`src/rtl/frecdiv_pkg.sv`:
```
// ---------------------------------------------------------------------------
// frecdiv_pkg
//
// Shared constants and helpers for the multi-channel frequency divider.
//
//   CLK_HZ      system clock frequency the half-period presets assume
//   HALF_1KHZ   half-period preset for a 1 kHz output (default DEF_HALF)
//   HALF_100HZ  half-period preset for a 100 Hz output
//   HALF_1HZ    half-period preset for a 1 Hz output
//   clog2()     ceiling log2, usable in parameter expressions
// ---------------------------------------------------------------------------
package frecdiv_pkg;

    localparam int CLK_HZ     = 100_000_000;

    // Half-period presets in system clock cycles: CLK_HZ / (2 * f_out).
    localparam int HALF_1KHZ  = 50_000;
    localparam int HALF_100HZ = 500_000;
    localparam int HALF_1HZ   = 50_000_000;

    // Ceiling log2; clog2(1) = 0, clog2(2) = 1, clog2(3) = 2.
    function automatic int clog2(input int value);
        int r;
        r = 0;
        for (int i = 0; i < 31; i++) begin
            if ((32'sd1 <<< i) < value) begin
                r = i + 1;
            end
        end
        return r;
    endfunction

endpackage

```
`src/rtl/frecdiv_chan.sv`:
```
// ---------------------------------------------------------------------------
// frecdiv_chan
//
// One divider channel.
//
// The channel has two copies of the half-period. The active copy, half_q,
// drives the counter compare. The shadow copy, half_sh_q, is loaded by the
// write bus. The shadow moves into the active register only at a half-period
// boundary or while the channel is held idle. This keeps cnt_q < half_q at all
// times, so a write never makes the output glitch.
//
// Optional build macro: FRECDIV_SYNC_EN adds the sync_in port. A high sync_in
// restarts a running channel in the same way that disabling it would.
//
// Ports
//   clk      in   system clock
//   reset    in   synchronous active-low reset
//   wr_en    in   write strobe for this channel's shadow register
//   wr_data  in   new half-period; values 0 and 1 are stored as 1
//   en       in   run enable
//   sync_in  in   phase-align restart (only when FRECDIV_SYNC_EN is defined)
//   clk_k    out  divided clock, 50% duty, period 2*half
//   tick     out  one-cycle pulse in the cycle clk_k rises
//   pend     out  shadow written but not yet applied
// ---------------------------------------------------------------------------
module frecdiv_chan
    import frecdiv_pkg::*;
#(
    parameter int CW       = 26,
    parameter int DEF_HALF = HALF_1KHZ
) (
    input  logic          clk,
    input  logic          reset,
    input  logic          wr_en,
    input  logic [CW-1:0] wr_data,
    input  logic          en,
`ifdef FRECDIV_SYNC_EN
    input  logic          sync_in,
`endif
    output logic          clk_k,
    output logic          tick,
    output logic          pend
);

    localparam logic [CW-1:0] HALF_RST = CW'(DEF_HALF);
    localparam logic [CW-1:0] ONE      = CW'(1);

    logic [CW-1:0] cnt_q,     cnt_d;
    logic [CW-1:0] half_q,    half_d;
    logic [CW-1:0] half_sh_q, half_sh_d;
    logic          pend_q,    pend_d;
    logic          clk_k_q,   clk_k_d;
    logic          tick_q,    tick_d;

    logic          restart;
    logic          apply;
    logic [CW-1:0] wr_half;

    // A half-period of 0 would never wrap. Clamp it to the fastest legal rate, clk/2.
    assign wr_half = (wr_data <= ONE) ? ONE : wr_data;

    always_comb begin
        restart = !en;
`ifdef FRECDIV_SYNC_EN
        // The alignment restart applies only to channels that are running.
        // An idle channel is already held at phase zero.
        if (en && sync_in) begin
            restart = 1'b1;
        end
`endif
    end

    always_comb begin
        // NOTE: every _d starts from its _q value, so no branch can leave it unassigned and infer a latch.
        cnt_d     = cnt_q;
        half_d    = half_q;
        half_sh_d = half_sh_q;
        pend_d    = pend_q;
        clk_k_d   = clk_k_q;
        tick_d    = 1'b0;
        apply     = 1'b0;

        if (restart) begin
            // Idle, or realigning: hold at phase zero and output low.
            // A pending shadow is applied here, while cnt is zero.
            cnt_d   = '0;
            clk_k_d = 1'b0;
            apply   = pend_q;
        end else if (cnt_q == half_q - ONE) begin
            // Half-period boundary. Toggle the output, and tick only on a
            // rising edge. The shadow becomes active for the next half.
            cnt_d   = '0;
            clk_k_d = ~clk_k_q;
            tick_d  = ~clk_k_q;
            apply   = pend_q;
        end else begin
            cnt_d   = cnt_q + ONE;
        end

        if (apply) begin
            half_d = half_sh_q;
            pend_d = 1'b0;
        end

        // The write is evaluated last. A write in the same cycle as an apply
        // therefore leaves its own value pending, while the apply above has
        // already used the pre-edge shadow.
        if (wr_en) begin
            half_sh_d = wr_half;
            pend_d    = 1'b1;
        end
    end

    // NOTE: sequential state uses non-blocking assignments only, so every flop samples its pre-edge inputs.
    always_ff @(posedge clk) begin
        if (!reset) begin
            cnt_q     <= '0;
            half_q    <= HALF_RST;
            half_sh_q <= HALF_RST;
            pend_q    <= 1'b0;
            clk_k_q   <= 1'b0;
            tick_q    <= 1'b0;
        end else begin
            cnt_q     <= cnt_d;
            half_q    <= half_d;
            half_sh_q <= half_sh_d;
            pend_q    <= pend_d;
            clk_k_q   <= clk_k_d;
            tick_q    <= tick_d;
        end
    end

    assign clk_k = clk_k_q;
    assign tick  = tick_q;
    assign pend  = pend_q;

endmodule

```
`src/rtl/frec_divider_multi.sv`:
```
// ---------------------------------------------------------------------------
// frec_divider_multi
//
// NCH independent clock dividers running from the 100 MHz system clock.
// Each channel has its own half-period. Software loads a new half-period
// through the port-bus write interface (wr_en / wr_ch / wr_data). The new
// value takes effect at the channel's next half-period boundary, or at once
// if the channel is disabled.
//
// Optional build macro: FRECDIV_SYNC_EN adds the sync_in input. Pulsing
// sync_in restarts every enabled channel together, which phase-aligns their
// outputs.
//
// Ports
//   clk      in   system clock, 100 MHz
//   reset    in   synchronous active-low reset
//   wr_en    in   write strobe
//   wr_ch    in   target channel; values >= NCH are ignored
//   wr_data  in   new half-period in clk cycles
//   ch_en    in   per-channel run enable
//   sync_in  in   phase-align pulse (FRECDIV_SYNC_EN only)
//   clk_k    out  per-channel divided clock
//   tick     out  per-channel rising-edge pulse
//   pend     out  per-channel "shadow written, not yet applied"
// ---------------------------------------------------------------------------
module frec_divider_multi
    import frecdiv_pkg::*;
#(
    parameter int NCH      = 2,
    parameter int CW       = 26,
    parameter int DEF_HALF = HALF_1KHZ,
    parameter int CHW      = (clog2(NCH) > 1) ? clog2(NCH) : 1
) (
    input  logic           clk,
    input  logic           reset,
    input  logic           wr_en,
    input  logic [CHW-1:0] wr_ch,
    input  logic [CW-1:0]  wr_data,
    input  logic [NCH-1:0] ch_en,
`ifdef FRECDIV_SYNC_EN
    input  logic           sync_in,
`endif
    output logic [NCH-1:0] clk_k,
    output logic [NCH-1:0] tick,
    output logic [NCH-1:0] pend
);

    for (genvar i = 0; i < NCH; i++) begin : g_ch
        logic wr_sel;

        // Decode the write target. When NCH is not a power of two, the codes
        // from NCH upward match no channel, so those writes are dropped.
        assign wr_sel = wr_en && (wr_ch == CHW'(i));

        frecdiv_chan #(
            .CW       (CW),
            .DEF_HALF (DEF_HALF)
        ) u_chan (
            .clk     (clk),
            .reset   (reset),
            .wr_en   (wr_sel),
            .wr_data (wr_data),
            .en      (ch_en[i]),
`ifdef FRECDIV_SYNC_EN
            .sync_in (sync_in),
`endif
            .clk_k   (clk_k[i]),
            .tick    (tick[i]),
            .pend    (pend[i])
        );
    end

endmodule

```
`config.mk`:
```
export PLATFORM = sky130hd
export DESIGN_NAME = frec_divider_multi
export DESIGN_NICKNAME = d
export VERILOG_FILES = /design/src/rtl/frecdiv_pkg.sv /design/src/rtl/frecdiv_chan.sv /design/src/rtl/frec_divider_multi.sv
export SDC_FILE = /design/constraint.sdc
export NUM_CORES = 1
export LEC_CHECK = 0
export BUFFER_PORTS_ARGS = -buffer_cell sky130_fd_sc_hd__buf_2
export CORE_UTILIZATION = 40
export DETAILED_ROUTE_END_ITERATION = 10
export SLEW_MARGIN = 30
export SYNTH_ARGS = -nofsm -noshare
export SYNTH_HDL_FRONTEND = slang
export SYNTH_SLANG_ARGS = --single-unit
```
`constraint.sdc`:
```
create_clock -name clk -period 3.85 [get_ports clk]
set_clock_uncertainty 0.1 [all_clocks]
set_input_delay 0.5775 -clock clk [delete_from_list [all_inputs] [get_ports clk]]
set_output_delay 0.5775 -clock clk [all_outputs]
set_load 0.005 [all_outputs]
```
======== Yosys cells after proc, flatten, opt, wreduce, memory -nomap -nowiden ========
Cells that the tools add are included.
storage, ports and cells
  logic and storage cells ................. 44
  register bits after elaboration ......... 162
  input port bits ......................... 32
  output and inout bits ................... 6
operators by class
  add/sub/neg operators ................... 4
  multiplexer cells ....................... 9
  order comparisons ....................... 1
  reductions and logical operators ........ 10
  equality and inequality tests ........... 2
  bitwise operators ....................... 6
operators with widths
  operator                                                                 count
  26-bit by 1-bit adder with 26-bit output (second input constant)         2
  26-bit equality test                                                     2
  26-bit by 1-bit subtractor with 26-bit output (second input constant)    2
  26-bit by 1-bit <= comparator with 1-bit output (second input constant)  1
  26-bit 2-to-1 mux                                                        1
  1-bit 2-to-1 mux                                                         8
  1-bit inverter                                                           6
  3-bit AND reduction                                                      2
  3-bit OR reduction                                                       2
  2-bit AND reduction                                                      2
  2-bit nonzero test                                                       2
  1-bit logical AND                                                        2

======== Longest topological paths before layout ========
Gate-level depths: netlist (run 1).
  word-level depth ........................ 6
  depth in mapped cells ................... 14
  depth with buffers taken out ............ 10

======== Cells and area by module ========
From an unflattened synthesis (run 1), not the netlist that was laid out.
second synthesis, totals
  cell total of the unflattened synthesis .. 1230
  area total of the unflattened synthesis .. 10131.0 sq um
modules (own cells, without submodules)
  module              area an instance (sq um)  sequential area each (sq um)  instances  cells each
  frecdiv_chan        5057.4                    1621.6                        2          614
  frec_divider_multi  16.3                      0.0                           1          2

======== Least setup slack after synthesis (run 1) ========
No wires, ideal clock.
  kind .................................... reg2reg
  start point ............................. register g_ch[1].u_chan.half_q[0]
  end point ............................... register g_ch[1].u_chan.cnt_q[20]
  path buffers ............................ 4
  data required time ...................... 3.635 ns
  arrival time ............................ 3.241 ns
  path slack .............................. 0.394 ns
  period minus slack after synthesis ...... 3.456 ns
  library setup time ...................... 0.115 ns
  stages on the path, launching flop included .. 15
  cell sequence ........................... dfxtp_1 > clkbuf_1 > inv_1 > ha_1 > clkbuf_1 > nor4b_4 > nand4_1 > or4_1 > a211oi_1 > nand4_1 > nor4_1 > or2_1 > buf_2 > buf_4 > nor2_1
between the ends
  word-level cells in the longest chain between the ends .. 3
RTL lines
  element                                        line                 source
  start, declared                                frecdiv_chan.sv:49   logic [CW-1:0] half_q, half_d;
  start signal, assigned                         frecdiv_chan.sv:125  half_q <= half_d;
  26-bit by 1-bit subtractor with 26-bit output  frecdiv_chan.sv:89   end else if (cnt_q == half_q - ONE) begin
  26-bit equality test                           frecdiv_chan.sv:89
  3-bit OR reduction (no source line)            n/a
  end signal, assigned                           frecdiv_chan.sv:124  cnt_q <= cnt_d;
  end, declared                                  frecdiv_chan.sv:48   logic [CW-1:0] cnt_q, cnt_d;
No other way between the ends.
A chain may end at the register's enable or synchronous reset.

======== Worst setup path after layout (run 1) ========
  start point ............................. register g_ch[1].u_chan.half_q[1]
  end point ............................... register g_ch[1].u_chan.half_q[9]
between the ends
  word-level cells in the longest chain between the ends .. 4
RTL lines
  element                                        line                source
  26-bit by 1-bit subtractor with 26-bit output  frecdiv_chan.sv:89
  26-bit equality test                           frecdiv_chan.sv:89
  1-bit 2-to-1 mux                               frecdiv_chan.sv:89
  1-bit 2-to-1 mux                               frecdiv_chan.sv:83  if (restart) begin
No other way between the ends.

==> flow_metrics.py, run 1 <==
metrics = {
    "floorplan": {
        "start_util": 0.413,
        "fp.coreArea_um2": 20400,
        "horizontal_die_dimension_um": 147,
        "area_of_the_die_um2": 21700,
        "ios": 38,
        "die_y_um": 147,
        "placementRows": 52,
    },
    "hold_path": {
        "hold-path-cell-count": 3,
        "min_from": "wr_data[14]",
        "worstHoldEndpoint": "g_ch[0].u_chan.half_sh_q[14]",
        "hold_path_class": "input port to flop",
    },
    "timing": {
        "grt_setup_unrepaired": "false",
        "finalWorstPathRequiredPeriod_ps": 3600,
        "slew-limit-headroom": 0.563,
        "timing_hold_violations_final": 0,
        "setup_viol_count_final": 0,
        "fin_hold_ws_ps": 302,
        "min_period_over_period": 0.934,
        "timing_max_transition_violations_final": 0,
        "worst_pin_slew_ps": 654,
        "tns_ps": 0,
        "max_freq_mhz": 278,
    },
    "global_routing": {
        "grt_remaining_overflow": 0,
        "grt_first_pass_wirelength_um": 32600,
        "grt_start_max_net_pins": 96,
        "grt_antenna_before_repair": 0,
        "via_count_of_the_first_global_routing_pass": 6361,
        "grtUsageTotal": 0.187,
    },
    "layout": {
        "finish.instance_area_um2": 9310,
        "layout_stage_area_growth_over_the_synthesis_result_pct": 10.5,
        "fin_nets": 1076,
        "fill_cells": 2090,
        "layout-drive-gt1-share": 0.0918,
        "final_core_utilization": 0.456,
    },
    "synthesis": {
        "yosysUniqueCellTypes": 69,
        "synth_xor_xnor_area_share": 0.111,
        "synth.ff_latch_count": 162,
        "synthesis.area_um2": 8430,
        "synth-seq-area-share": 0.385,
        "mux_contribution_to_synthesized_area": 0.0439,
        "synth_top_area_frac": 0.385,
        "compound_gate_portion_of_the_synthesized_area": 0.110,
        "synth.top_cells.by_area": "sky130_fd_sc_hd__dfxtp_1 (38%), sky130_fd_sc_hd__nand2_1 (9.2%), sky130_fd_sc_hd__xnor2_1 (6.1%)",
        "post_synth_net_total": 1074,
        "synth-edff-count": 0,
        "synthArstFlopShare": 0,
        "syn_area_per_cell_um2": 8.12,
        "synth-warning-count": 0,
        "synth_fa_ha_area_frac": 0.00594,
        "synth_top_family_by_area": "simple AND/OR/NAND/NOR gates",
        "synthDominantAreaCellType": "sky130_fd_sc_hd__dfxtp_1",
        "synth_simple_gate_area_frac": 0.294,
        "synthCells": 1038,
        "synth-main-ff-cell": "sky130_fd_sc_hd__dfxtp_1",
    },
    "setup_path": {
        "r2r.worst_path.cells": 11,
        "r2r-end": "g_ch[1].u_chan.half_q[9]",
        "crit-reg2reg-launch": "g_ch[1].u_chan.half_q[1]",
        "critical_path_start_end_classification": "flop to flop",
        "r2r_slack_ps": 250,
        "timing.critical_path.arrival_ps": 3780,
        "timing.critical_path.required_ps": 4030,
        "worst-path-max-fanout": 46,
        "end_kind": "flop",
        "timing.critical_path.from_type": "flop",
    },
    "drt": {
        "vias": 7004,
        "highest-signal-layer": "met4",
        "route.final.wire_length_um": 19600,
        "route.antenna.remaining_nets": 0,
        "routed_wire_length_per_instance_um": 14.9,
        "route.detailed.drc": 0,
        "met1_layer_wirelength_in_the_final_routing_um": 10300,
        "detailed_router_iteration_count_before_antenna_repair": 5,
        "detail_route.vias_per_cell": 5.31,
        "met2_wirelength_um": 7930,
        "first_iter_violations": 430,
        "met3_wl_post_dr_um": 1190,
    },
    "flow_run": {
        "max-cap-violations": 0,
    },
    "power": {
        "power.leakage_nw": 3.20,
        "peakVddDrop_uv": 314,
        "powerDensity_nw_per_um2": 378,
    },
    "place": {
        "io_buffers": 37,
        "detailed_place.area_um2": 8770,
        "post-dp-hpwl_um": 14400,
        "gp_routability_congestion": 0.892,
    },
    "clock_tree": {
        "clock_tree_from_tritoncts": "done",
        "cts_repair_resize_count": 0,
        "num_cts_buffers": 17,
        "clock-root-buffer": "sky130_fd_sc_hd__clkbuf_16",
        "worst_skew_pair.late_latency_ps": 420,
        "clkTransAtPathRegs_ps": 60,
        "clkSinkCount": 162,
        "postCtsSetupBuffers": 0,
        "ctsLongestPathBuffers": 2,
        "cts.hold.buffers_added": 0,
        "cts-htree-levels": 4,
    },
    "status": {
        "status": "finished clean",
    },
}
critical path, stage by stage (launching register included):
cell and delay (ps):
sky130_fd_sc_hd__dfxtp_1 360, sky130_fd_sc_hd__inv_1 70, sky130_fd_sc_hd__ha_1 290, sky130_fd_sc_hd__nor4b_4 370, sky130_fd_sc_hd__nand4_1 240, sky130_fd_sc_hd__or4_1 580, sky130_fd_sc_hd__a211oi_2 310, sky130_fd_sc_hd__nand4_1 160
sky130_fd_sc_hd__o41ai_2 430, sky130_fd_sc_hd__buf_12 270, sky130_fd_sc_hd__mux2i_1 210, sky130_fd_sc_hd__nand2_1 60
Yosys cell counts (all sizes together), types with 5 or more instances:
master and number:
nand3 67, and3 14, or4 9, o31ai 5, clkbuf 43, inv 17, dfxtp 162, mux2i 37
buf 25, a211oi 6, a21oi 10, xnor2 59, nand2b 6, or3 5, nor4 26, nor3 25
xor2 48, and4 5, nor4b 7, nor2 85, and2 5, o21ai 33, nand2 207, nand4 17
a21boi 40, nor2b 19, nor3b 5
report_power, final:
| part | switching (W) | internal (W) |
|---|---|---|
| combinational | 0.000123 | 0.0000738 |
| sequential | 0.0000275 | 0.00171 |
| clock | 0.000643 | 0.000945 |
| total | 0.000793 | 0.00273 |
sequential cells by signal (all words and copies together) (netlist names):
register / flops
g_ch.u_chan.half_sh_q: 52
g_ch.u_chan.cnt_q: 52
g_ch.u_chan.clk_k: 2
g_ch.u_chan.pend: 2
g_ch.u_chan.half_q: 52
g_ch.u_chan.tick: 2
layer usage:
metal  track usage  vias to the layer above
met3        0.0339                       16
met1         0.288                     3257
met4        0.0552                        0
met5             0                        -
li1              -                     3567
met2         0.260                      164
kinds of logic (layout without fill, tap and decap cells):
group,after synthesis,count (layout)
AND/OR/NAND/NOR,512,512
flip-flops,162,162
AO/OA/AOI/OAI,131,131
XOR/XNOR,107,107
buffers and inverters,85,93
multiplexers,37,37
adder cells (fa/ha/maj),4,4
other,0,2
layout by cell type, fill, tap and decap left out, types with 4 or more instances in the layout:
master / count
sky130_fd_sc_hd__and4_1: 5
sky130_fd_sc_hd__nor3_1: 24
sky130_fd_sc_hd__and3_1: 14
sky130_fd_sc_hd__a211oi_1: 5
sky130_fd_sc_hd__o21ai_0: 27
sky130_fd_sc_hd__nor4_1: 23
sky130_fd_sc_hd__nand2_1: 206
sky130_fd_sc_hd__ha_1: 4
sky130_fd_sc_hd__and2_1: 4
sky130_fd_sc_hd__inv_1: 17
sky130_fd_sc_hd__nor2b_1: 18
sky130_fd_sc_hd__a21o_1: 4
sky130_fd_sc_hd__nand2b_1: 5
sky130_fd_sc_hd__xor2_1: 48
sky130_fd_sc_hd__or4_1: 7
sky130_fd_sc_hd__a21oi_1: 10
sky130_fd_sc_hd__nor3b_1: 5
sky130_fd_sc_hd__buf_4: 12
sky130_fd_sc_hd__buf_2: 36
sky130_fd_sc_hd__nor4b_1: 6
sky130_fd_sc_hd__clkbuf_16: 17
sky130_fd_sc_hd__xnor2_1: 59
sky130_fd_sc_hd__nand3_1: 67
sky130_fd_sc_hd__nor2_1: 85
sky130_fd_sc_hd__mux2i_1: 37
sky130_fd_sc_hd__nand4_1: 17
sky130_fd_sc_hd__o21ai_1: 6
sky130_fd_sc_hd__a21boi_0: 40
sky130_fd_sc_hd__or3_1: 5
sky130_fd_sc_hd__dfxtp_1: 162
worst max path at each step:
stage          cells after the start                startpoint                        end
6_report                          11  g_ch[1].u_chan.half_q[1]   g_ch[1].u_chan.half_q[9]
5_1_grt                           11  g_ch[1].u_chan.half_q[1]   g_ch[1].u_chan.half_q[9]
4_1_cts                           11  g_ch[1].u_chan.half_q[1]   g_ch[1].u_chan.half_q[9]
3_5_place_dp                      11  g_ch[1].u_chan.half_q[1]   g_ch[1].u_chan.half_q[9]
3_3_place_gp                      11  g_ch[1].u_chan.half_q[1]  g_ch[1].u_chan.half_q[14]
2_1_floorplan                     14  g_ch[1].u_chan.half_q[0]   g_ch[1].u_chan.cnt_q[20]
final cells by class:
cell class	instances	area, µm²	share of cell area
Clock inverter	6	88.8	0.00954
Timing Repair Buffer	51	330	0.0355
Antenna cell	2	5.00	0.000537
Multi-Input combinational cell	791	4800	0.516
Inverter	17	63.8	0.00685
Clock buffer	19	443	0.0476
Sequential cell	162	3240	0.348
Tap cell	270	338	0.0363
stage by stage:
step | setup slack (ps) | power (W) | instances
floorplan | 394 | 0.00191 | 1038
global placement | 278 | 0.00197 | 1291
detailed placement | 233 | 0.00197 | 1291
CTS | 221 | 0.00356 | 1316
global route | 27.7 | 0.00366 | 1316
finish | 254 | 0.00352 | 1318
No activity file was read; power rests on OpenSTA's default activity.
==> run 2: changes to the inputs <==
Settings changed: CELL_PAD_IN_SITES_DETAIL_PLACEMENT set to 2, CELL_PAD_IN_SITES_GLOBAL_PLACEMENT set to 2, CORE_UTILIZATION 40 to 38, PLACE_DENSITY_LB_ADDON set to 0.1.
==> run 2 against run 1 <==
- non-clock buffer count grew 19
- global-route usage increased by 6.0 points
- clock power rose by 13%
- total power increased by 6.5%
- via count is 6.8% higher
- fmax shrank 3.7%
- worst hold slack improved by 26 ps
- flip-flop and latch count stayed put
- count of clock-buffer cells in the layout is 1 lower
- largest power group is now clock
==> flow_metrics.py, run 2 (synthesis gave the netlist of run 1 again) <==
metrics = {
    "status": {
        "status": "finished clean",
    },
    "drt": {
        "routed_wire_length_per_instance_um": 19.9,
        "vias": 7479,
        "route.antenna.remaining_nets": 0,
        "detail_route.vias_per_cell": 5.54,
        "route.final.wire_length_um": 26900,
        "first_iter_violations": 362,
        "route.detailed.drc": 0,
        "detailed_router_iteration_count_before_antenna_repair": 4,
    },
    "hold_path": {
        "hold_path_class": "input port to flop",
        "min_from": "wr_data[5]",
    },
    "clock_tree": {
        "cts-htree-levels": 4,
        "clock-root-buffer": "sky130_fd_sc_hd__clkbuf_16",
        "ctsLongestPathBuffers": 2,
        "clkSinkCount": 162,
        "num_cts_buffers": 17,
        "clkTransAtPathRegs_ps": 70,
        "worst_skew_pair.late_latency_ps": 430,
        "clock_tree_from_tritoncts": "done",
    },
    "global_routing": {
        "gr_met1_demand_resource": 0.347,
        "grtUsageTotal": 0.247,
        "grt_antenna_before_repair": 0,
        "grt_start_max_net_pins": 94,
        "grt_remaining_overflow": 0,
        "busiest_layer": "met2",
        "via_count_of_the_first_global_routing_pass": 7742,
        "global_route.usage.met3": 0.0416,
        "grt_first_pass_wirelength_um": 43100,
        "grtUsageMet2": 0.399,
    },
    "flow_run": {
        "max-cap-violations": 0,
    },
    "timing": {
        "slew-limit-headroom": 0.384,
        "max_freq_mhz": 268,
        "tns_ps": 0,
        "finalWorstPathRequiredPeriod_ps": 3740,
        "timing_max_transition_violations_final": 0,
        "fin_hold_ws_ps": 328,
        "min_period_over_period": 0.970,
        "worst_pin_slew_ps": 922,
        "setup_viol_count_final": 0,
        "timing_hold_violations_final": 0,
    },
    "layout": {
        "fin_nets": 1095,
        "stdcell_count": 1351,
        "layout-drive-gt1-share": 0.114,
        "mostFrequentLayoutCell": "sky130_fd_sc_hd__nand2_1",
        "most-common-layout-cells": "sky130_fd_sc_hd__nand2_1 (207), sky130_fd_sc_hd__dfxtp_1 (162), sky130_fd_sc_hd__nor2_1 (85)",
        "layout_stage_area_growth_over_the_synthesis_result_pct": 13.5,
        "n_antenna_cell": 0,
        "biggestRegsByFlops": "g_ch.u_chan.cnt_q x52, g_ch.u_chan.half_q x52, g_ch.u_chan.half_sh_q x52",
    },
    "setup_path": {
        "cell_with_the_biggest_individual_delay_on_the_critical_path": "sky130_fd_sc_hd__or4b_4",
        "r2r.worst_path.cells": 12,
        "crit-reg2reg-launch": "g_ch[0].u_chan.half_q[0]",
        "cp-endpoint": "g_ch[0].u_chan.half_q[15]",
        "ordered_cell_list_for_the_critical_path": "inv_1 -> ha_2 -> or3b_4 -> or4_1 -> a32o_1 -> a211oi_2 -> o21ai_0 -> or4b_4 -> o31ai_4 -> buf_4 -> buf_12 -> mux2i_1",
        "worst-path-max-fanout": 13,
        "critPathMaxStageDelay_ps": 550,
        "critPathTopFamily": "simple AND/OR/NAND/NOR gates",
        "critical_path_start_end_classification": "flop to flop",
        "timing.critical_path.arrival_ps": 3980,
        "end_kind": "flop",
        "worstSetupStartpoint": "g_ch[0].u_chan.half_q[0]",
        "timing.critical_path.required_ps": 4100,
        "r2r-end": "g_ch[0].u_chan.half_q[15]",
        "critical_path_cell_count": 12,
        "worst_path_bufs_invs": 3,
        "timing.critical_path.from_type": "flop",
        "r2r_slack_ps": 110,
    },
    "floorplan": {
        "fp.coreArea_um2": 21800,
        "start_util": 0.387,
        "ios": 38,
        "horizontal_die_dimension_um": 151,
        "placementRows": 54,
        "area_of_the_die_um2": 22800,
        "die_y_um": 151,
    },
    "place": {
        "gp_routability_congestion": 0.808,
        "post-dp-hpwl_um": 18900,
        "number_of_placed_instances_taps_included": 1316,
        "io_buffers": 37,
    },
    "power": {
        "powerDensity_nw_per_um2": 393,
        "power.leakage_nw": 3.33,
        "peakVddDrop_uv": 248,
    },
}
-- run 2: cell count changes in the layout (fill, tap and decap cells not counted), moves of 2 or more --
| cell | delta |
|---|---|
| sky130_fd_sc_hd__buf_4 | +16 |
| sky130_fd_sc_hd__inv_6 | +5 |
| sky130_fd_sc_hd__inv_8 | +3 |
| sky130_fd_sc_hd__diode_2 | -2 |
-- run 2: routing by layer --
layer | share of wire | up-vias
li1 | - | 3610
met1 | 0.50 | 3752
met2 | 0.46 | 97
met3 | 0.028 | 20
met4 | 0.0083 | 0
met5 | 0 | -
-- run 2: per-stage QoR --
stage	total power [W]	worst slack [ps]	util	area, µm²
2_1_floorplan	0.00191	394	-	8430
3_3_place_gp	0.00199	292	0.409	8900
3_5_place_dp	0.00199	185	0.409	8900
4_1_cts	0.00381	136	0.437	9500
5_1_grt	0.00390	-81.9	0.439	9560
6_report	0.00375	115	0.439	9560
-- run 2: worst min path at each step --
stage	cells past startpoint	to
2_1_floorplan	1	g_ch[0].u_chan.tick
3_3_place_gp	2	g_ch[0].u_chan.half_q[3]
3_5_place_dp	2	g_ch[0].u_chan.half_q[3]
4_1_cts	3	g_ch[0].u_chan.half_sh_q[5]
5_1_grt	3	g_ch[0].u_chan.half_sh_q[5]
6_report	3	g_ch[0].u_chan.half_sh_q[5]
-- run 2: worst min-delay path: cells and delay by family --
family / cells / cell delay [ps]
AO/OA/AOI/OAI: 1 / 60
buffers and inverters: 1 / 120
AND/OR/NAND/NOR: 1 / 50
-- run 2: layout make-up --
class,instances,area [µm²]
Tap cell,280,350
Sequential cell,162,3240
Clock inverter,13,161
Multi-Input combinational cell,791,4800
Timing Repair Buffer,70,507
Inverter,17,63.8
Clock buffer,18,439
Fill cell,2498,12200
-- run 2: repair_timing --
item / CTS / global route
hold buffers: 0 / 0
setup endpoints to repair: 0 / 26
gates resized for setup: 0 / 2
setup buffers: 0 / 2
-- run 2: report_power, final --
part	total, W	switching (W)	internal, W
registers	0.00174	0.0000300	0.00171
clock network	0.00179	0.000798	0.000995
logic	0.000220	0.000139	0.0000810
==> run 3: changes to the inputs <==
Settings changed: REMOVE_ABC_BUFFERS set to 1.
==> run 3 against run 2 <==
- worst setup slack gained 37 ps
- sequential power barely moved
- clock power is 6% lower
- critical endpoint is now g_ch[0].u_chan.half_q[11]
- non-clock buffer count decreased by 6
==> flow_metrics.py, run 3 (synthesis gave the netlist of run 1 again) <==
metrics = {
    "status": {
        "status": "finished clean",
    },
    "setup_path": {
        "critical_path_start_end_classification": "flop to flop",
        "timing.critical_path.required_ps": 4100,
        "worst-path-max-fanout": 13,
        "end_kind": "flop",
        "timing.critical_path.from_type": "flop",
        "ordered_cell_list_for_the_critical_path": "inv_1 -> ha_2 -> or3b_4 -> or4_1 -> a32o_1 -> a211oi_1 -> o21ai_1 -> or4b_4 -> o31ai_4 -> buf_4 -> buf_12 -> mux2i_1",
        "timing.critical_path.arrival_ps": 3950,
        "critPathMaxStageDelay_ps": 550,
        "cell_with_the_biggest_individual_delay_on_the_critical_path": "sky130_fd_sc_hd__or4b_4",
    },
    "clock_tree": {
        "clkSinkCount": 162,
        "clock_tree_from_tritoncts": "done",
        "clkTransAtPathRegs_ps": 70,
        "ctsLongestPathBuffers": 2,
        "num_cts_buffers": 17,
        "cts-htree-levels": 4,
        "worst_skew_pair.late_latency_ps": 440,
        "cts.hold.buffers_added": 0,
        "clock-root-buffer": "sky130_fd_sc_hd__clkbuf_16",
    },
    "place": {
        "io_buffers": 37,
        "post-dp-hpwl_um": 18100,
        "place_ws_ps": -2.35,
        "gp_routability_congestion": 0.803,
    },
    "layout": {
        "multi_input_area_um2": 4840,
        "layout_stage_area_growth_over_the_synthesis_result_pct": 13.0,
        "most-common-layout-cells": "sky130_fd_sc_hd__nand2_1 (206), sky130_fd_sc_hd__dfxtp_1 (161), sky130_fd_sc_hd__nor2_1 (85)",
        "n_antenna_cell": 0,
        "fill_cells": 2506,
        "register_area_um2": 3240,
        "biggestRegsByFlops": "g_ch.u_chan.cnt_q x52, g_ch.u_chan.half_q x52, g_ch.u_chan.half_sh_q x52",
        "layout-drive-gt1-share": 0.116,
        "mostFrequentLayoutCell": "sky130_fd_sc_hd__nand2_1",
        "fin_nets": 1089,
    },
    "drt": {
        "routed_wire_length_per_instance_um": 19.1,
        "detail_route.vias_per_cell": 5.47,
        "route.detailed.drc": 0,
        "route.antenna.remaining_nets": 0,
        "vias": 7366,
        "route.final.wire_length_um": 25700,
        "detailed_router_iteration_count_before_antenna_repair": 4,
        "first_iter_violations": 264,
    },
    "timing": {
        "layout_setup_ws_ps": 152,
        "timing_max_transition_violations_final": 0,
        "min_period_over_period": 0.961,
        "slew-limit-headroom": 0.382,
        "tns_ps": 0,
        "timing_hold_violations_final": 0,
        "worst_pin_slew_ps": 919,
        "finalWorstPathRequiredPeriod_ps": 3700,
        "max_freq_mhz": 270,
        "setup_viol_count_final": 0,
    },
    "global_routing": {
        "grt_first_pass_wirelength_um": 40900,
        "grtUsageMet2": 0.374,
        "busiest_layer": "met2",
        "grt_remaining_overflow": 0,
        "global_route.usage.met3": 0.0373,
        "via_count_of_the_first_global_routing_pass": 7693,
        "grtUsageTotal": 0.231,
        "gr_met1_demand_resource": 0.319,
        "grt_antenna_before_repair": 0,
        "grt_start_max_net_pins": 54,
    },
    "floorplan": {
        "fp.coreArea_um2": 21800,
        "start_util": 0.387,
        "area_of_the_die_um2": 22800,
        "ios": 38,
        "die_y_um": 151,
        "placementRows": 54,
        "horizontal_die_dimension_um": 151,
    },
    "flow_run": {
        "max-cap-violations": 0,
    },
    "power": {
        "powerDensity_nw_per_um2": 383,
        "power.leakage_nw": 3.30,
        "peakVddDrop_uv": 228,
    },
    "hold_path": {
        "hold_path_class": "input port to flop",
    },
}
## run 3: cell types whose count changed in the layout (fill, tap and decap cells not counted), moves of 2 or more
cell | previous run | this run
sky130_fd_sc_hd__buf_4 | 28 | 23
sky130_fd_sc_hd__clkinv_4 | 1 | 3
sky130_fd_sc_hd__nor4b_1 | 6 | 4
sky130_fd_sc_hd__inv_8 | 3 | 1
sky130_fd_sc_hd__nor4b_2 | 0 | 2
sky130_fd_sc_hd__inv_6 | 5 | 3
sky130_fd_sc_hd__clkinv_2 | 0 | 2
## run 3: final cells by class
cell class / count / area share
Sequential cell: 162 / 0.341
Clock inverter: 13 / 0.0133
Tap cell: 280 / 0.0368
Timing Repair Buffer: 64 / 0.0472
Multi-Input combinational cell: 791 / 0.508
Inverter: 17 / 0.00670
Clock buffer: 19 / 0.0476
## run 3: worst paths after layout
kind | startpoint | endpoint | slack [ps] | depth (start not counted)
max | g_ch[0].u_chan.half_q[0] | g_ch[0].u_chan.half_q[11] | 150 | 12
min | wr_data[8] | g_ch[0].u_chan.half_sh_q[8] | 300 | 3
max reg2reg | g_ch[0].u_chan.half_q[0] | g_ch[0].u_chan.half_q[11] | 150 | 12
min reg2reg | g_ch[1].u_chan.half_sh_q[5] | g_ch[1].u_chan.half_q[5] | 350 | 2
## run 3: per-stage QoR
step	std cells	instance area (µm²)	hold slack [ps]	util	power, W
after floorplan	970	8070	336	-	0.00188
after global placement	1306	8810	350	0.405	0.00198
after detailed placement	1306	8820	354	0.405	0.00199
after CTS	1340	9410	288	0.433	0.00369
after global routing	1346	9530	300	0.438	0.00379
final	1346	9530	299	0.438	0.00364
## run 3: report_power, final
group          leakage, nW  switching, W  internal [W]
clock network        0.278      0.000756      0.000935
registers             1.31     0.0000286       0.00171
logic                 1.70      0.000134     0.0000795
total                 3.30      0.000918       0.00273
## run 3: what timing repair did
action,CTS,global route
pin swaps,0,4
endpoints found under the setup margin,5,45
gates cloned,0,2
setup buffers,2,4
gates resized for setup,0,10
## run 3: worst max-delay path, delay by kind of cell (launching register included)
kind / cells / cell delay, ps
flops: 1 / 360
mux: 1 / 230
fa+ha+maj: 1 / 220
simple gates: 3 / 1450
compound gates: 4 / 860
buf+inv: 3 / 380
## run 3: layer usage
layer | vias to the layer above | share of wire
met3 | 18 | 0.029
met4 | 0 | 0.0080
li1 | 3590 | -
met1 | 3668 | 0.49
met2 | 90 | 0.47
met5 | - | 0
